$ cat config.mk
export PLATFORM = sky130hd
export DESIGN_NAME = uart_tx_arbiter
export DESIGN_NICKNAME = d
export VERILOG_FILES = /design/src/rtl/uart_pkg.sv /design/src/rtl/rr_picker.sv /design/src/rtl/uart_tx_arbiter.sv
export SDC_FILE = /design/constraint.sdc
export NUM_CORES = 1
export LEC_CHECK = 0
export CORE_ASPECT_RATIO = 1.5
export CORE_UTILIZATION = 34
export CTS_CLUSTER_SIZE = 28
export DETAILED_ROUTE_END_ITERATION = 12
export GPL_ROUTABILITY_DRIVEN = 0
export PLACE_DENSITY = 0.65
export RECOVER_POWER = 100
export SYNTH_ARGS = -nofsm -noshare
export SYNTH_HDL_FRONTEND = slang
export SYNTH_HIERARCHICAL = 1
export SYNTH_SLANG_ARGS = --single-unit
$ cat constraint.sdc
create_clock -name clk_50mhz -period 1.4 [get_ports clk_50mhz]
set_input_delay 0.28 -clock clk_50mhz [delete_from_list [all_inputs] [get_ports clk_50mhz]]
set_output_delay 0.28 -clock clk_50mhz [all_outputs]
set_load 0.005 [all_outputs]
$ cat src/rtl/uart_pkg.sv
// Shared types and helpers for the UART transmit path.
// rr_pick is the round-robin priority encoder behind the requester arbiters.
package uart_pkg;

   localparam int unsigned DATA_W    = 8;
   localparam int unsigned MAX_REQ   = 8;
   localparam int unsigned PTR_W_MAX = 3;

   typedef enum logic {IDLE, XFER} arb_state_t;

   // Index of the first set bit of valid at or after ptr, wrapping modulo n.
   function automatic logic [PTR_W_MAX-1:0] rr_pick(input logic [MAX_REQ-1:0]   valid,
                                                    input logic [PTR_W_MAX-1:0] ptr,
                                                    input int unsigned          n);
      logic        found;
      int unsigned j;
      rr_pick = ptr;
      found   = 1'b0;
      for (int unsigned k = 0; k < MAX_REQ; k++) begin
         j = 32'(ptr) + k;
         if (j >= n) j = j - n;
         if (!found && (k < n) && valid[j[PTR_W_MAX-1:0]]) begin
            rr_pick = j[PTR_W_MAX-1:0];
            found   = 1'b1;
         end
      end
   endfunction

endpackage

$ cat src/rtl/rr_picker.sv
// Combinational round-robin priority encoder: first valid requester at or after ptr_i.
module rr_picker
   import uart_pkg::*;
#(
   parameter int unsigned N  = 2,
   parameter int unsigned PW = (N > 1) ? $clog2(N) : 1
) (
   input  logic [N-1:0]  valid_i,
   input  logic [PW-1:0] ptr_i,
   output logic [PW-1:0] idx_o,
   output logic          any_o
);

   logic [MAX_REQ-1:0] valid_pad;

   always_comb begin
      valid_pad         = '0;
      valid_pad[N-1:0]  = valid_i;
      idx_o             = PW'(rr_pick(valid_pad, PTR_W_MAX'(ptr_i), N));
      any_o             = |valid_i;
   end

endmodule

$ cat src/rtl/uart_tx_arbiter.sv
// Round-robin arbiter sharing one UART TX byte stream among N_REQ message sources.
// A grant is held until the last byte of a message, or revoked by the stall watchdog.
module uart_tx_arbiter
   import uart_pkg::*;
#(
   parameter int unsigned N_REQ        = 2,
   parameter int unsigned IDLE_TIMEOUT = 1024,
   parameter int unsigned TMO_W        = 11
) (
   input  logic                    clk_50mhz,
   input  logic                    reset_n,
   input  logic [N_REQ-1:0]        req_valid,
   input  logic [N_REQ*DATA_W-1:0] req_data,
   input  logic [N_REQ-1:0]        req_last,
   output logic [N_REQ-1:0]        req_ready,
   output logic                    tx_valid,
   output logic [DATA_W-1:0]       tx_data,
   input  logic                    tx_ready,
   output logic [N_REQ-1:0]        grant,
   output logic                    busy,
   output logic                    abort
);

   localparam int unsigned      PW       = $clog2(N_REQ);
   localparam logic [PW-1:0]    LAST_IDX = PW'(N_REQ - 1);
   localparam logic [TMO_W-1:0] TMO_LAST = TMO_W'(IDLE_TIMEOUT - 1);

   arb_state_t       state_q;
   logic [PW-1:0]    owner_q, rr_ptr_q, next_ptr, pick_idx;
   logic [TMO_W-1:0] tmo_q;
   logic [N_REQ-1:0] grant_q;
   logic             busy_q, abort_q, pick_any, owner_valid, owner_last;

   rr_picker #(
      .N  (N_REQ),
      .PW (PW)
   ) u_picker (
      .valid_i (req_valid),
      .ptr_i   (rr_ptr_q),
      .idx_o   (pick_idx),
      .any_o   (pick_any)
   );

   // grant_q is zero outside XFER, so masking with it gates the whole datapath.
   always_comb begin
      owner_valid = |(req_valid & grant_q);
      owner_last  = |(req_last & grant_q);
      tx_data     = '0;
      for (int i = 0; i < int'(N_REQ); i++) begin
         if (grant_q[i]) tx_data = req_data[i*DATA_W +: DATA_W];
      end
      tx_valid  = owner_valid;
      req_ready = grant_q & {N_REQ{tx_ready}};
      next_ptr  = (owner_q == LAST_IDX) ? '0 : owner_q + PW'(1);
   end

   always_ff @(posedge clk_50mhz or negedge reset_n) begin
      if (!reset_n) begin
         state_q  <= IDLE;
         owner_q  <= '0;
         rr_ptr_q <= '0;
         tmo_q    <= '0;
         grant_q  <= '0;
         busy_q   <= 1'b0;
         abort_q  <= 1'b0;
      end else begin
         abort_q <= 1'b0;
         unique case (state_q)
            IDLE: begin
               if (pick_any) begin
                  state_q <= XFER;
                  owner_q <= pick_idx;
                  grant_q <= {{(N_REQ-1){1'b0}}, 1'b1} << pick_idx;
                  busy_q  <= 1'b1;
                  tmo_q   <= '0;
               end
            end
            XFER: begin
               if (tx_valid && tx_ready && owner_last) begin
                  state_q  <= IDLE;
                  grant_q  <= '0;
                  busy_q   <= 1'b0;
                  rr_ptr_q <= next_ptr;
               end else if (owner_valid) begin
                  tmo_q <= '0;
               end else if (tmo_q == TMO_LAST) begin
                  // IDLE_TIMEOUT-th consecutive idle cycle: revoke, owner must restart.
                  state_q  <= IDLE;
                  grant_q  <= '0;
                  busy_q   <= 1'b0;
                  abort_q  <= 1'b1;
                  rr_ptr_q <= next_ptr;
                  tmo_q    <= '0;
               end else begin
                  tmo_q <= tmo_q + TMO_W'(1);
               end
            end
         endcase
      end
   end

   assign grant = grant_q;
   assign busy  = busy_q;
   assign abort = abort_q;

endmodule

# [Word-level counts from Yosys, hierarchy flattened]
# Index checks and enable logic that the tools add are counted.
[totals] rom_bits=0 mem_bits_rw=0 inputBits=23 latch_bits=0 memories=0 reg_bits=18
[op_classes] bitwise_logic=4 order_cmp=4 n_addsub=5 div=0 eq_ne=6 multipliers=0 reduce_logical=12 mux=39 n_shift=1
[op_table] op="2-to-1 mux 11 bit" n=4
[op_table] op="greater-or-equal comparator 32 x 2 -> 1 bit, second input constant" n=1
[op_table] op="one-hot mux 11 bit (2 select lines)" n=1
[op_table] op="2-to-1 mux 1 bit" n=21
[op_table] op="2-to-1 mux 8 bit" n=2
[op_table] op="adder 11 x 1 -> 11 bit, second input constant" n=1
[op_table] op="== test 11 x 10 -> 1 bit, second input constant" n=1
[op_table] op="< comparator 3 x 4 -> 1 bit, second input constant" n=2
[op_table] op="2-to-1 mux 2 bit" n=4
[op_table] op="AND 2 bit" n=3
[op_table] op="binary-select mux 1 bit (select 3 bit)" n=2
[op_table] op="2-to-1 mux 3 bit" n=2
[op_table] op="AND reduction 3 bit" n=2
[op_table] op="OR reduction 2 bit" n=3
[op_table] op="!= test 2 bit, second input constant" n=2
[op_table] op="one-hot mux 1 bit (2 select lines)" n=2
[op_table] op="one-hot mux 2 bit (2 select lines)" n=1
[op_table] op="AND reduction 2 bit" n=2
[op_table] op="logical AND 1 bit" n=3
[op_table] op="!= test 3 x 1 -> 1 bit, second input constant" n=1
[op_table] op="!= test 3 x 2 -> 1 bit, second input constant" n=1
[op_table] op="subtractor 1 x 2 -> 3 bit, second input constant" n=1
[op_table] op="subtractor 3 x 2 -> 3 bit, second input constant" n=1
[op_table] op="adder 1 x 1 -> 2 bit, second input constant" n=1
[op_table] op="7 further kinds" n=7

# [Longest topological paths before layout]
[depth] ltp_word=11 ltp_mapped=6

# [Modules after synthesis]
# The synthesis kept the hierarchy.
[modules_own_cells] module="uart_tx_arbiter" n_inst=1 cells_each=111 area_each_um2=1092.3
[modules_own_cells] module="rr_picker" n_inst=1 cells_each=3 area_each_um2=21.3

# [Worst setup path before layout]
# Ideal clock, no wire load.
[synth_timing] kind="flip-flop to flip-flop" startpoint="register tmo_q[0]" endpoint="register tmo_q[3]" period_less_slack_ns=1.466 setup_slack_ns=-0.066 required_ns=1.274 path_stages_with_launch=6 setup_time_ns=0.126 arrival_time_ns=1.340 path_cell_list="dfrtp_1 > ha_1 > and2_1 > nand4b_4 > and2_4 > a221o_1"
[synth_between] elab_chain_cells=5 elab_cells_between_ends=6
[synth_lines] element="from (decl)" line="uart_tx_arbiter.sv:30" rtl="logic [TMO_W-1:0] tmo_q;"
[synth_lines] element="from (signal assigned)" line="uart_tx_arbiter.sv:95" rtl="tmo_q <= tmo_q + TMO_W'(1);"
[synth_lines] element="adder 11 x 1 -> 11 bit / == test 11 x 10 -> 1 bit (equally long branches)" line="uart_tx_arbiter.sv:95, uart_tx_arbiter.sv:86"
[synth_lines] element="2-to-1 mux 11 bit (*)" line="uart_tx_arbiter.sv:86" rtl="end else if (tmo_q == TMO_LAST) begin"
[synth_lines] element="2-to-1 mux 11 bit (*)" line="uart_tx_arbiter.sv:84" rtl="end else if (owner_valid) begin"
[synth_lines] element="2-to-1 mux 11 bit (*)" line="uart_tx_arbiter.sv:79" rtl="if (tx_valid && tx_ready && owner_last) begin"
[synth_lines] element="one-hot mux 11 bit (2 select lines) (*)" line="uart_tx_arbiter.sv:68" rtl="unique case (state_q)"
# Every way passes the cells marked *; elsewhere a longest branch is shown, timed or not. The select of a mux whose other input is x is not followed.
# A chain may end at the register's enable or synchronous reset.

# [Worst setup path after layout]
[layout_timing] startpoint="register grant_q[1], in the netlist grant[1]" endpoint="output tx_data[5]"
[layout_between] elab_chain_cells=1
[layout_lines] element="from (decl)" line="uart_tx_arbiter.sv:31" rtl="logic [N_REQ-1:0] grant_q;"
[layout_lines] element="from (signal assigned)" line="uart_tx_arbiter.sv:73" rtl="grant_q <= {{(N_REQ-1){1'b0}}, 1'b1} << pick_idx;"
[layout_lines] element="2-to-1 mux 8 bit" line="uart_tx_arbiter.sv:50" rtl="if (grant_q[i]) tx_data = req_data[i*DATA_W +: DATA_W];"
[layout_lines] element="to (decl)" line="uart_tx_arbiter.sv:17" rtl="output logic [DATA_W-1:0] tx_data,"
# Every way passes these cells.

==> metrics.csv <==
metric;value;unit
outcome;finished with violations;
failing checks;setup timing;
Final Setup Violations;26;
Seq/Total Area, Yosys;0.404;
Cell Area, Synth;0.00111;mm²
Worst EP required;1.12;ns
Post-synth EDFFs;0;
Rows;25;
DR vias;1207;
TritonCTS clock tree;built;
worst path bufs/invs;2;
initial drt markers;25;
CTS Buf Count;3;
total die area;0.00351;mm²
worst hold path class;flip-flop to flip-flop;
vias in the first global route;1234;
Top FF cell, synth;dfrtp_1;
asr flop ratio synth;1.00;
leakage power;0.992;nW
drt pass-1 iters;4;
RSZ-0062 raised after global routing;yes;
Syn Area/Cell;9.77;µm²
grt total ovfl;0;
Yosys cell types;42;
flops & latches, synth;18;
number of port buffers;37;
Crit path max-delay family;flip-flops;
WL/cell;15.7;µm
P per Cell Area;1670;mW/mm²
fin crit share;1.11;
Startpoint Class;flip-flop;
Clk Latency, worst-skew pair;0.26;ns
root buf cell;clkbuf_8;
# clock sinks;18;
Max VDD drop;0.000922;V
pin count of the biggest net entering global routing;19;
I/O Pins;38;
dpl hpwl;2480;µm
count of pins over their slew limit;0;
Post-CTS Hold Buffers;0;
Fin. Hold Viols;0;
placed insts;210;
share of layout cells above drive strength 1;0.453;
Critical Path Max Stage Delay;0.44;ns
CTS HTree Levels;1;
Critical R2R Capture;tmo_q[3]$_DFFE_PN0P_;
area of the core;0.00313;mm²
R2R Path Start;grant[1]$_DFFE_PN0P_;
antenna violations before repair;0;
worst-path fanout max;5;
CP arrival;1.27;ns
fin crit period;1.55;ns
Min-Delay Path Depth;1;
hold path start;owner_q$_DFFE_PN0P_;
Clock Pin Slew Worst Setup and Hold Paths;0.08;ns
die height;72.1;µm
Syn Nets;138;
Post-route DRC;0;
Antenna Nets Post-Route;0;
CP Cell Sequence;nor2b_4, buf_6, a22o_1, buf_2;
maximum capacitance violations;0;
Setup WS post-layout;-0.149;ns
Synth-to-Final Area Change;78.2;%
CTS max path bufs;2;
nets@finish;215;
CP Capture Type;primary output;
first-pass GRT wire length;5820;µm
hold worst-path end;rr_ptr_q$_DFFE_PN0P_;
routed vias/inst;5.25;
Post-Route WL;3610;µm
Horiz. Die Dim;48.7;µm
GRT Total Usage;0.217;
slowest CP cell;dfrtp_2;
# diodes;0;
Cells after Synth;114;
synth warn;6;
skew final;0.00286;ns
Starting Density;0.356;
critical path type;flip-flop to primary output;
Slew @ Worst Pin;0.489;ns
Power, Total;3.32;mW
reg2reg setup slack;-0.13;ns
reg2reg path depth;5;
fmax;0.646;GHz
final cell count without fillers;230;
Slew HR;0.674;
==> cell usage after synthesis (3+ instances only) <==
cell type	instances	share of area
inv_1	6	0.020
a22o_1	9	0.071
nor2_1	5	0.017
nand4_1	3	0.017
a221o_1	3	0.027
dfrtp_1	18	0.40
a21oi_1	5	0.022
clkbuf_1	3	0.010
nor3_1	3	0.013
o21ai_1	3	0.013
and2_1	10	0.056
nand2_1	8	0.027
==> cell families (layout without fill, tap and decap cells) <==
group                      after synthesis  in the layout  synth area share
AOI/OAI and AO/OA                       36             36             0.256
adders and majority gates                2              2            0.0213
muxes                                    2              2            0.0180
buffers and inverters                   11             87            0.0506
DFF                                     18             18             0.404
and+or+nand+nor                         45             45             0.249
==> through the flow <==
| step | setup slack (ns) | hold slack, ns | utilization | setup TNS, ns | cell area (µm²) |
|---|---|---|---|---|---|
| global route | -0.196 | 0.471 | 0.634 | -3.50 | 1980 |
| global placement | -0.449 | 0.431 | 0.539 | -9.58 | 1690 |
| floorplan | -0.0261 | -0.0156 | - | -0.0784 | 1120 |
| detailed placement | -0.507 | 0.443 | 0.539 | -10.53 | 1690 |
| CTS | -0.268 | 0.359 | 0.606 | -2.69 | 1900 |
| finish | -0.149 | 0.456 | 0.634 | -2.15 | 1980 |
==> power breakdown <==
part	switching, mW	leakage [nW]	internal [mW]
Clock	0.199	0.0288	0.251
Combinational	0.862	0.733	1.22
Sequential	0.112	0.230	0.671
==> worst register-to-register path: stages (launching register included) <==
cell      delay (ns)
dfrtp_2         0.44
buf_6           0.14
a21oi_2         0.13
o211ai_2        0.14
a21o_4          0.26
a221o_1         0.32
==> sequential cells by signal, summed over array words and instances, names as in the netlist <==
register / count
tmo_q: 11
grant: 2
abort: 1
busy: 1
owner_q: 1
rr_ptr_q: 1
state_q: 1
==> area by class of cell <==
cell class              instances  area, µm²
multi-input cells              85        727
flip-flops and latches         18        452
inverters                       6       22.5
fillers                       258       1140
well taps                      40       50.0
repair buffers                 77        678
clock buffers                   4       55.1
==> worst max path at each step <==
stage	start	end	slack, ns	cells past startpoint
finish	grant[1]$_DFFE_PN0P_	tx_data[5]	-0.15	4
global route	grant[1]$_DFFE_PN0P_	tx_data[5]	-0.20	4
detailed placement	req_valid[1]	tmo_q[5]$_DFFE_PN0P_	-0.51	5
CTS	grant[0]$_DFFE_PN0P_	tx_data[0]	-0.27	5
global placement	req_valid[1]	tmo_q[3]$_DFFE_PN0P_	-0.45	5
floorplan	grant[1]$_DFFE_PN0P_	tmo_q[3]$_DFFE_PN0P_	-0.03	5
==> metal layers <==
layer | part of all wire | wire [µm] | global-route usage
met5 | 0 | 0 | 0
met4 | 0.019 | 67 | 0.0915
met3 | 0.048 | 173 | 0.0398
met2 | 0.54 | 1960 | 0.417
met1 | 0.39 | 1410 | 0.228
==> layout by cell type, fill, tap and decap left out, drive strengths merged, types with 4 or more instances in the layout <==
master / count
o21ai: 4
nand2: 8
nor2: 5
buf: 49
and2: 12
a21oi: 6
inv: 6
clkdlybuf4s50: 19
dlygate4sd2: 5
clkbuf: 7
dfrtp: 18
a22o: 9
==> repair_timing <==
item | in CTS | in global routing
gates resized for setup | 78 | 16
pin swaps | 19 | 13
buffers inserted | 12 | 6
gates cloned | 0 | 0
setup endpoints to repair | 31 | 28
Note: power is estimated with default switching activity, not from simulation.
